## config.mk

```make
export PLATFORM = sky130hd
export DESIGN_NAME = serial_adder
export DESIGN_NICKNAME = d
export VERILOG_FILES = /design/src/rtl/serial_adder.sv
export SDC_FILE = /design/constraint.sdc
export NUM_CORES = 1
export LEC_CHECK = 0
export ABC_AREA = 1
export CAP_MARGIN = 10
export CORE_MARGIN = 3
export CORE_UTILIZATION = 35
export DETAILED_ROUTE_END_ITERATION = 10
export GPL_ROUTABILITY_DRIVEN = 0
export PLACE_DENSITY = 0.56
export RECOVER_POWER = 25
export SETUP_SLACK_MARGIN = 0.4
export SYNTH_ARGS = -nofsm -noshare
export SYNTH_HDL_FRONTEND = slang
export SYNTH_SLANG_ARGS = --single-unit
```

## constraint.sdc

```tcl
create_clock -name clk -period 1.2 [get_ports clk]
set_input_delay 0.24 -clock clk [delete_from_list [all_inputs] [get_ports clk]]
set_output_delay 0.24 -clock clk [all_outputs]
set_load 0.01 [all_outputs]
```

## src/rtl/serial_adder.sv

```systemverilog
// Bit-serial ripple adder: one full-adder cell and a carry flop process the
// operands LSB-first, one bit per clock, behind valid/ready handshakes.
module serial_adder #(
  parameter int unsigned WIDTH = 8
) (
  input  logic             clk,
  input  logic             rst_n,
  input  logic             in_valid,
  output logic             in_ready,
  input  logic [WIDTH-1:0] a,
  input  logic [WIDTH-1:0] b,
  input  logic             cin,
  output logic             out_valid,
  input  logic             out_ready,
  output logic [WIDTH-1:0] sum,
  output logic             cout,
  output logic             ovf
);

  localparam int unsigned CW = $clog2(WIDTH + 1);

  typedef enum logic [1:0] {
    IDLE = 2'd0,
    ADD  = 2'd1,
    DONE = 2'd2
  } state_t;

  state_t           state;
  state_t           state_next;
  logic [WIDTH-1:0] a_sh;
  logic [WIDTH-1:0] b_sh;
  logic [WIDTH-1:0] sum_shift;
  logic             carry;
  logic [CW-1:0]    cnt;
  logic             accept;
  logic             step;
  logic             last;
  logic             s_bit;
  logic             c_bit;

  // Full-adder cell on the current LSBs; new sum bit enters at the MSB end.
  always_comb begin
    s_bit     = a_sh[0] ^ b_sh[0] ^ carry;
    c_bit     = (a_sh[0] & b_sh[0]) | (a_sh[0] & carry) | (b_sh[0] & carry);
    sum_shift = sum >> 1;
    sum_shift[WIDTH-1] = s_bit;
  end

  // Next-state decode and datapath strobes.
  always_comb begin
    state_next = state;
    accept     = 1'b0;
    step       = 1'b0;
    last       = 1'b0;
    case (state)
      IDLE: begin
        if (in_valid) begin
          accept     = 1'b1;
          state_next = ADD;
        end
      end
      ADD: begin
        step = 1'b1;
        if (cnt == CW'(WIDTH - 1)) begin
          last       = 1'b1;
          state_next = DONE;
        end
      end
      DONE: begin
        if (out_ready) begin
          state_next = IDLE;
        end
      end
      default: state_next = IDLE;
    endcase
  end

  // State register; handshake outputs registered from the next state.
  always_ff @(posedge clk) begin
    if (!rst_n) begin
      state     <= IDLE;
      in_ready  <= 1'b1;
      out_valid <= 1'b0;
    end else begin
      state     <= state_next;
      in_ready  <= (state_next == IDLE);
      out_valid <= (state_next == DONE);
    end
  end

  // Operand shift registers, carry, bit counter and result registers.
  always_ff @(posedge clk) begin
    if (!rst_n) begin
      a_sh  <= '0;
      b_sh  <= '0;
      sum   <= '0;
      carry <= 1'b0;
      cnt   <= '0;
      cout  <= 1'b0;
      ovf   <= 1'b0;
    end else if (accept) begin
      a_sh  <= a;
      b_sh  <= b;
      carry <= cin;
      cnt   <= '0;
    end else if (step) begin
      a_sh  <= a_sh >> 1;
      b_sh  <= b_sh >> 1;
      sum   <= sum_shift;
      carry <= c_bit;
      cnt   <= cnt + CW'(1);
      if (last) begin
        // carry currently holds the carry into the MSB
        cout <= c_bit;
        ovf  <= carry ^ c_bit;
      end
    end
  end

endmodule
```

# ---- Yosys cells after proc, flatten, opt, wreduce, memory -nomap -nowiden
# Index checks and enable logic that the tools add are counted.
dict set report word_totals {
  ff_bits 35
  input_bits 21
  output_inout_bits 12
  elab_cells 46
}
dict set report op_classes {
  n_addsub 1
  eq_ne 4
  muxes 15
  bitwise 10
  n_reduce_logical 6
}
# op n
set ops {}
lappend ops {{$mux W8} 4}
lappend ops {{$mux W1} 7}
lappend ops {{$mux W2} 3}
lappend ops {{$pmux W2 S3} 1}
lappend ops {{$add A4 B1 Y4 const B} 1}
lappend ops {{$eq A2 B2 Y1 const B} 2}
lappend ops {{$eq A4 B3 Y1 const B} 1}
lappend ops {{$logic_not A2 Y1} 2}
lappend ops {{$and A1 B1 Y1} 3}
lappend ops {{$reduce_and A3 Y1} 1}
lappend ops {{$xor A1 B1 Y1} 3}
lappend ops {{$eq A2 B1 Y1 const B} 1}
lappend ops {{$not A1 Y1} 2}
lappend ops {{$or A1 B1 Y1} 2}
lappend ops {{$reduce_and A2 Y1} 1}
lappend ops {{$reduce_bool A2 Y1} 1}
lappend ops {{$reduce_or A2 Y1} 1}

# ---- Depth between registers and ports, before layout
dict set report depth {
  depth_word 5
  depth_mapped 7
  mapped_depth_nobuf 7
}

# ---- Worst setup path before layout
# No wires, ideal clock.
dict set report synth_path {
  path_type {register to register}
  start {register a_sh[0]}
  end {register ovf}
  setup_ns 0.113
  arrival_ns 1.008
  required_ns 1.087
  path_slack_ns 0.080
  path_stages_with_launch 5
  path_buffers 0
  synth_period_minus_slack_ns 1.120
  path_cell_list {dfxtp_1 -> fa_1 -> xor2_1 -> nor2_1 -> nor2_1}
}
dict set report synth_between {
  elab_chain_len 4
  elab_cells_between_ends 5
  cone_classes {bitwise: 5}
}
# item line
set synth_rtl {}
lappend synth_rtl {{start: declaration} 30} ;# logic [WIDTH-1:0] a_sh;
lappend synth_rtl {{start signal: assignment} 107} ;# a_sh <= a_sh >> 1;
lappend synth_rtl {{$and A1 B1 Y1} 44} ;# c_bit = (a_sh[0] & b_sh[0]) | (a_sh[0] & carry) | (b_sh[0] & carry);
lappend synth_rtl {{$or A1 B1 Y1 * (2 in series)} 44}
lappend synth_rtl {{net c_bit} 39} ;# logic c_bit;
lappend synth_rtl {{$xor A1 B1 Y1 *} 115} ;# ovf <= carry ^ c_bit;
lappend synth_rtl {{end signal: assignment} 115}
lappend synth_rtl {{end: declaration} 17} ;# output logic ovf
# The timed path passes the listed nets; every way through them passes the cells marked *.
# A chain may end at the register's enable or synchronous reset.

# ---- Final worst setup path
dict set report layout_path {
  start {register state[0]}
  end {register cnt[0]}
}
dict set report layout_between {
  elab_chain_len 3
  elab_cells_between_ends 5
  cone_classes {eq/ne: 1; mux: 2; reduce/logical: 2}
}
# item line
set layout_rtl {}
lappend layout_rtl {{start: declaration} 28} ;# state_t state;
lappend layout_rtl {{start signal: assignment} 85} ;# state <= state_next;
lappend layout_rtl {{$logic_not A2 Y1} 55} ;# case (state)
lappend layout_rtl {{$mux W1} 55}
lappend layout_rtl {{$reduce_or A2 Y1 (no line)} n/a}
lappend layout_rtl {{end signal: assignment} 111} ;# cnt <= cnt + CW'(1);
lappend layout_rtl {{end: declaration} 34} ;# logic [CW-1:0] cnt;
# Parallel ways exist; a longest one is shown, timed or not.

==> results_tabular.tex <==
\begin{tabular}{lr}
\hline
Metric & Value \\
\hline
\multicolumn{2}{l}{\textbf{Status}} \\
Outcome & finished, final reports clean \\
\multicolumn{2}{l}{\textbf{Critical path}} \\
Startpoint types & flip-flop \\
Worst reg-to-reg setup slack & 0.09 ns \\
Critical path class & flip-flop to flip-flop \\
Crit Path Max Fanout & 5 \\
Worst reg2reg path depth & 5 \\
FF-to-FF End & cnt[0] \\
Worst EP required & between 1 and 1.5 ns \\
Crit Reg-Reg Startpoint & state[0] \\
Endpoint arrival time on the critical path & $\sim$1.3 ns \\
Critical Path Sink Type & flip-flop \\
\multicolumn{2}{l}{\textbf{Die}} \\
Starting Density & 36.8\% \\
Die span in x & 74.1 um \\
Die height & 74.1 um \\
Io pins & 33 \\
Number of standard-cell rows in the floorplan & 24 \\
Core Region & 4410 um2 \\
Total Die Area & 5500 um2 \\
\multicolumn{2}{l}{\textbf{Global route}} \\
Met3 track demand over resource & 5.14\% \\
Busiest layer in global routing & met2 \\
Largest net degree at the start of global routing & 27 \\
Aggregate global routing overflow & 0 \\
M2 GR Usage & roughly 27\% \\
Global Route met1 Usage & 20.5\% \\
Initial antenna violation count & 0 \\
Total routing resource utilization after global routing & 16.4\% \\
Wire length of the first global-routing pass & 6940 um \\
Vias in the first global route & 1,527 \\
\multicolumn{2}{l}{\textbf{Timing}} \\
Slew headroom & around 77\% \\
Final Skew & 0.00518 ns \\
Max Clock Freq & 0.899 GHz \\
Crit share post-route & 92.7\% \\
Minimum clock period & around 1.1 ns \\
Final count of negative-setup-slack endpoints & 0 \\
Pins Over Slew Limit & 0 \\
Unrepaired setup endpoints after global routing & true \\
Number of hold-slack violations in the final timing report & 0 \\
Measured slew at the worst slew-check pin & 0.336 ns \\
Final total negative setup slack & 0 ns \\
\multicolumn{2}{l}{\textbf{Clock tree}} \\
H-tree Lvls & 2 \\
Clock tree from TritonCTS & yes \\
CTS Buf Count & 5 \\
Clock Pin Slew Worst Setup and Hold Paths & 0.07 ns \\
CTS root buf & clkbuf\_8 \\
Hold-fix buffers, CTS & 0 \\
Clock tree sinks & 35 \\
Clk\_lat worst skew & between 0.2 and 0.3 ns \\
Maximum clock path buffer count & 2 \\
\multicolumn{2}{l}{\textbf{Route}} \\
Antenna Nets Post-Route & 0 \\
Vias after detailed routing & 1,619 \\
Initial DRT Pass Iterations & 4 \\
Total wire length & slightly above 4000 um \\
Detailed Route Iter0 Violations & 68 \\
Post-detailed-route DRC marker count & 0 \\
Routed wire length per instance & roughly 12 um \\
Vias per cell & 4.72 \\
\multicolumn{2}{l}{\textbf{Placed design}} \\
Port bufs & 32 \\
Area of placed instances & between 2000 and 2500 um2 \\
Final HPWL DP & 2360 um \\
\multicolumn{2}{l}{\textbf{Yosys}} \\
Sequential-to-total area share from yosys stat & a little over two fifths \\
Net count after synthesis & 259 \\
Synth Cell Area & 1630 um2 \\
Cells after Synth & 236 \\
Synth unique cells & 22 \\
Post-Synthesis Mean Instance Area & 6.89 um2 \\
Count of yosys warnings during synthesis & 0 \\
Flip-flop and latch count after synthesis & 35 \\
\multicolumn{2}{l}{\textbf{Pwr}} \\
Pleak & about 1.1 nW \\
Total power & 2.83 mW \\
Power per cell area & 1120 nW/um2 \\
Maximum ir drop on the vdd rail & around 530 uV \\
\multicolumn{2}{l}{\textbf{Min path}} \\
Start point of the worst hold path & a\_sh[7] \\
Hold Path Class & flip-flop to flip-flop \\
Endpoint of the worst hold-timing path & a\_sh[7] \\
Cell count of the worst hold path & 2 \\
\multicolumn{2}{l}{\textbf{Layout}} \\
\# nets final & 313 \\
Most frequent cells in the layout & nor2\_1 (62), nand2\_1 (30), dfxtp\_1 (28) \\
Most common library cell in the layout ignoring fill and taps & nor2\_1 \\
Final design area excluding fillers & 2530 um2 \\
Final cell utilization of the core & 57.3\% \\
Multi-input logic area & approximately 1000 um2 \\
Number of fill cells & 421 \\
Syn-to-layout area delta & 55.7\% \\
Total area of sequential cells & 714 um2 \\
Layout cells sized above 1 & 29.6\% \\
Number of antenna repair diodes & 0 \\
\multicolumn{2}{l}{\textbf{Flow run}} \\
Max-Cap Viols & 0 \\
\hline
\end{tabular}
-- worst max-delay path, cell delays in order, from the launching register on --
cell and delay [ns]:
dfxtp_4 0.38, nor2_4 0.17, nand2_4 0.16, buf_4 0.18
nand2_4 0.07, nor2_1 0.05
-- Yosys cell counts (all sizes together) --
cell type	n	area, um2
nand3	19	95.1
clkbuf	3	12.5
fa	1	20.0
a21oi	4	20.0
nand2	38	160
nor2	76	293
inv	22	85.1
nor3	1	5.00
xor2	3	26.3
o21ai	24	120
ha	1	12.5
dfxtp	35	701
buf	9	75.1
-- area by class of cell --
class                           instances  share of cell area [%]
Tap cell                               52                    2.57
Inverter                               22                    3.86
Multi-Input combinational cell        169                    38.7
Clock inverter                          1                   0.198
Clock buffer                            7                    3.02
Sequential cell                        35                    28.2
Timing Repair Buffer                   55                    22.5
Timing Repair inverter                  2                   0.890
-- registers in the layout, summed over array words and instances, names as in the netlist --
register / cells
a_sh: 8
b_sh: 8
sum: 8
cnt: 4
state: 2
carry: 1
cout: 1
in_ready: 1
out_valid: 1
ovf: 1
-- logic make-up after synthesis --
kind of cell,synth area share [%]
AO/OA/AOI/OAI,8.62
AND/OR/NAND/NOR,34.0
flip-flops,43.1
buffers and inverters,10.6
XOR/XNOR,1.62
adder cells (fa/ha/maj),2.00
-- power by group --
part,internal (mW),total [mW],switching [mW],leakage [nW]
Sequential,1.25,1.31,0.0597,0.291
Combinational,0.363,0.723,0.360,0.752
Clock,0.407,0.805,0.398,0.0422
Total,2.02,2.83,0.818,1.09
-- how the worst max path moves through the flow --
| stage | startpoint | to | slack, ns | cells past startpoint |
|---|---|---|---|---|
| final | state[0] | cnt[0] | 0.09 | 5 |
| after global placement | in_valid | a_sh[3] | -0.26 | 6 |
| after detailed placement | in_valid | a_sh[3] | -0.30 | 6 |
| after CTS | carry | ovf | 0.09 | 4 |
| after floorplan | a_sh[0] | ovf | 0.14 | 4 |
| after global routing | carry | ovf | 0.01 | 4 |
-- stage by stage --
step | hold slack, ns | std cells | setup WS, ns
after detailed placement | 0.471 | 316 | -0.296
after CTS | 0.489 | 339 | 0.0864
after floorplan | 0.383 | 236 | 0.140
after global placement | 0.473 | 316 | -0.263
after global routing | 0.518 | 343 | 0.0138
final | 0.493 | 343 | 0.0871
-- what timing repair did --
| item | 4_1_cts | 5_1_grt |
|---|---|---|
| setup endpoints to repair | 47 | 47 |
| pin swaps | 18 | 14 |
| buffers inserted | 10 | 4 |
| gates cloned | 5 | 0 |
| resized for setup | 105 | 22 |
-- routing by layer --
layer  wire [um]  share of wire, %
met4          41               1.0
met5           0                 0
met2        1980                49
met1        1850                45
met3         198               4.9
Note: power is estimated with default switching activity, not from simulation.
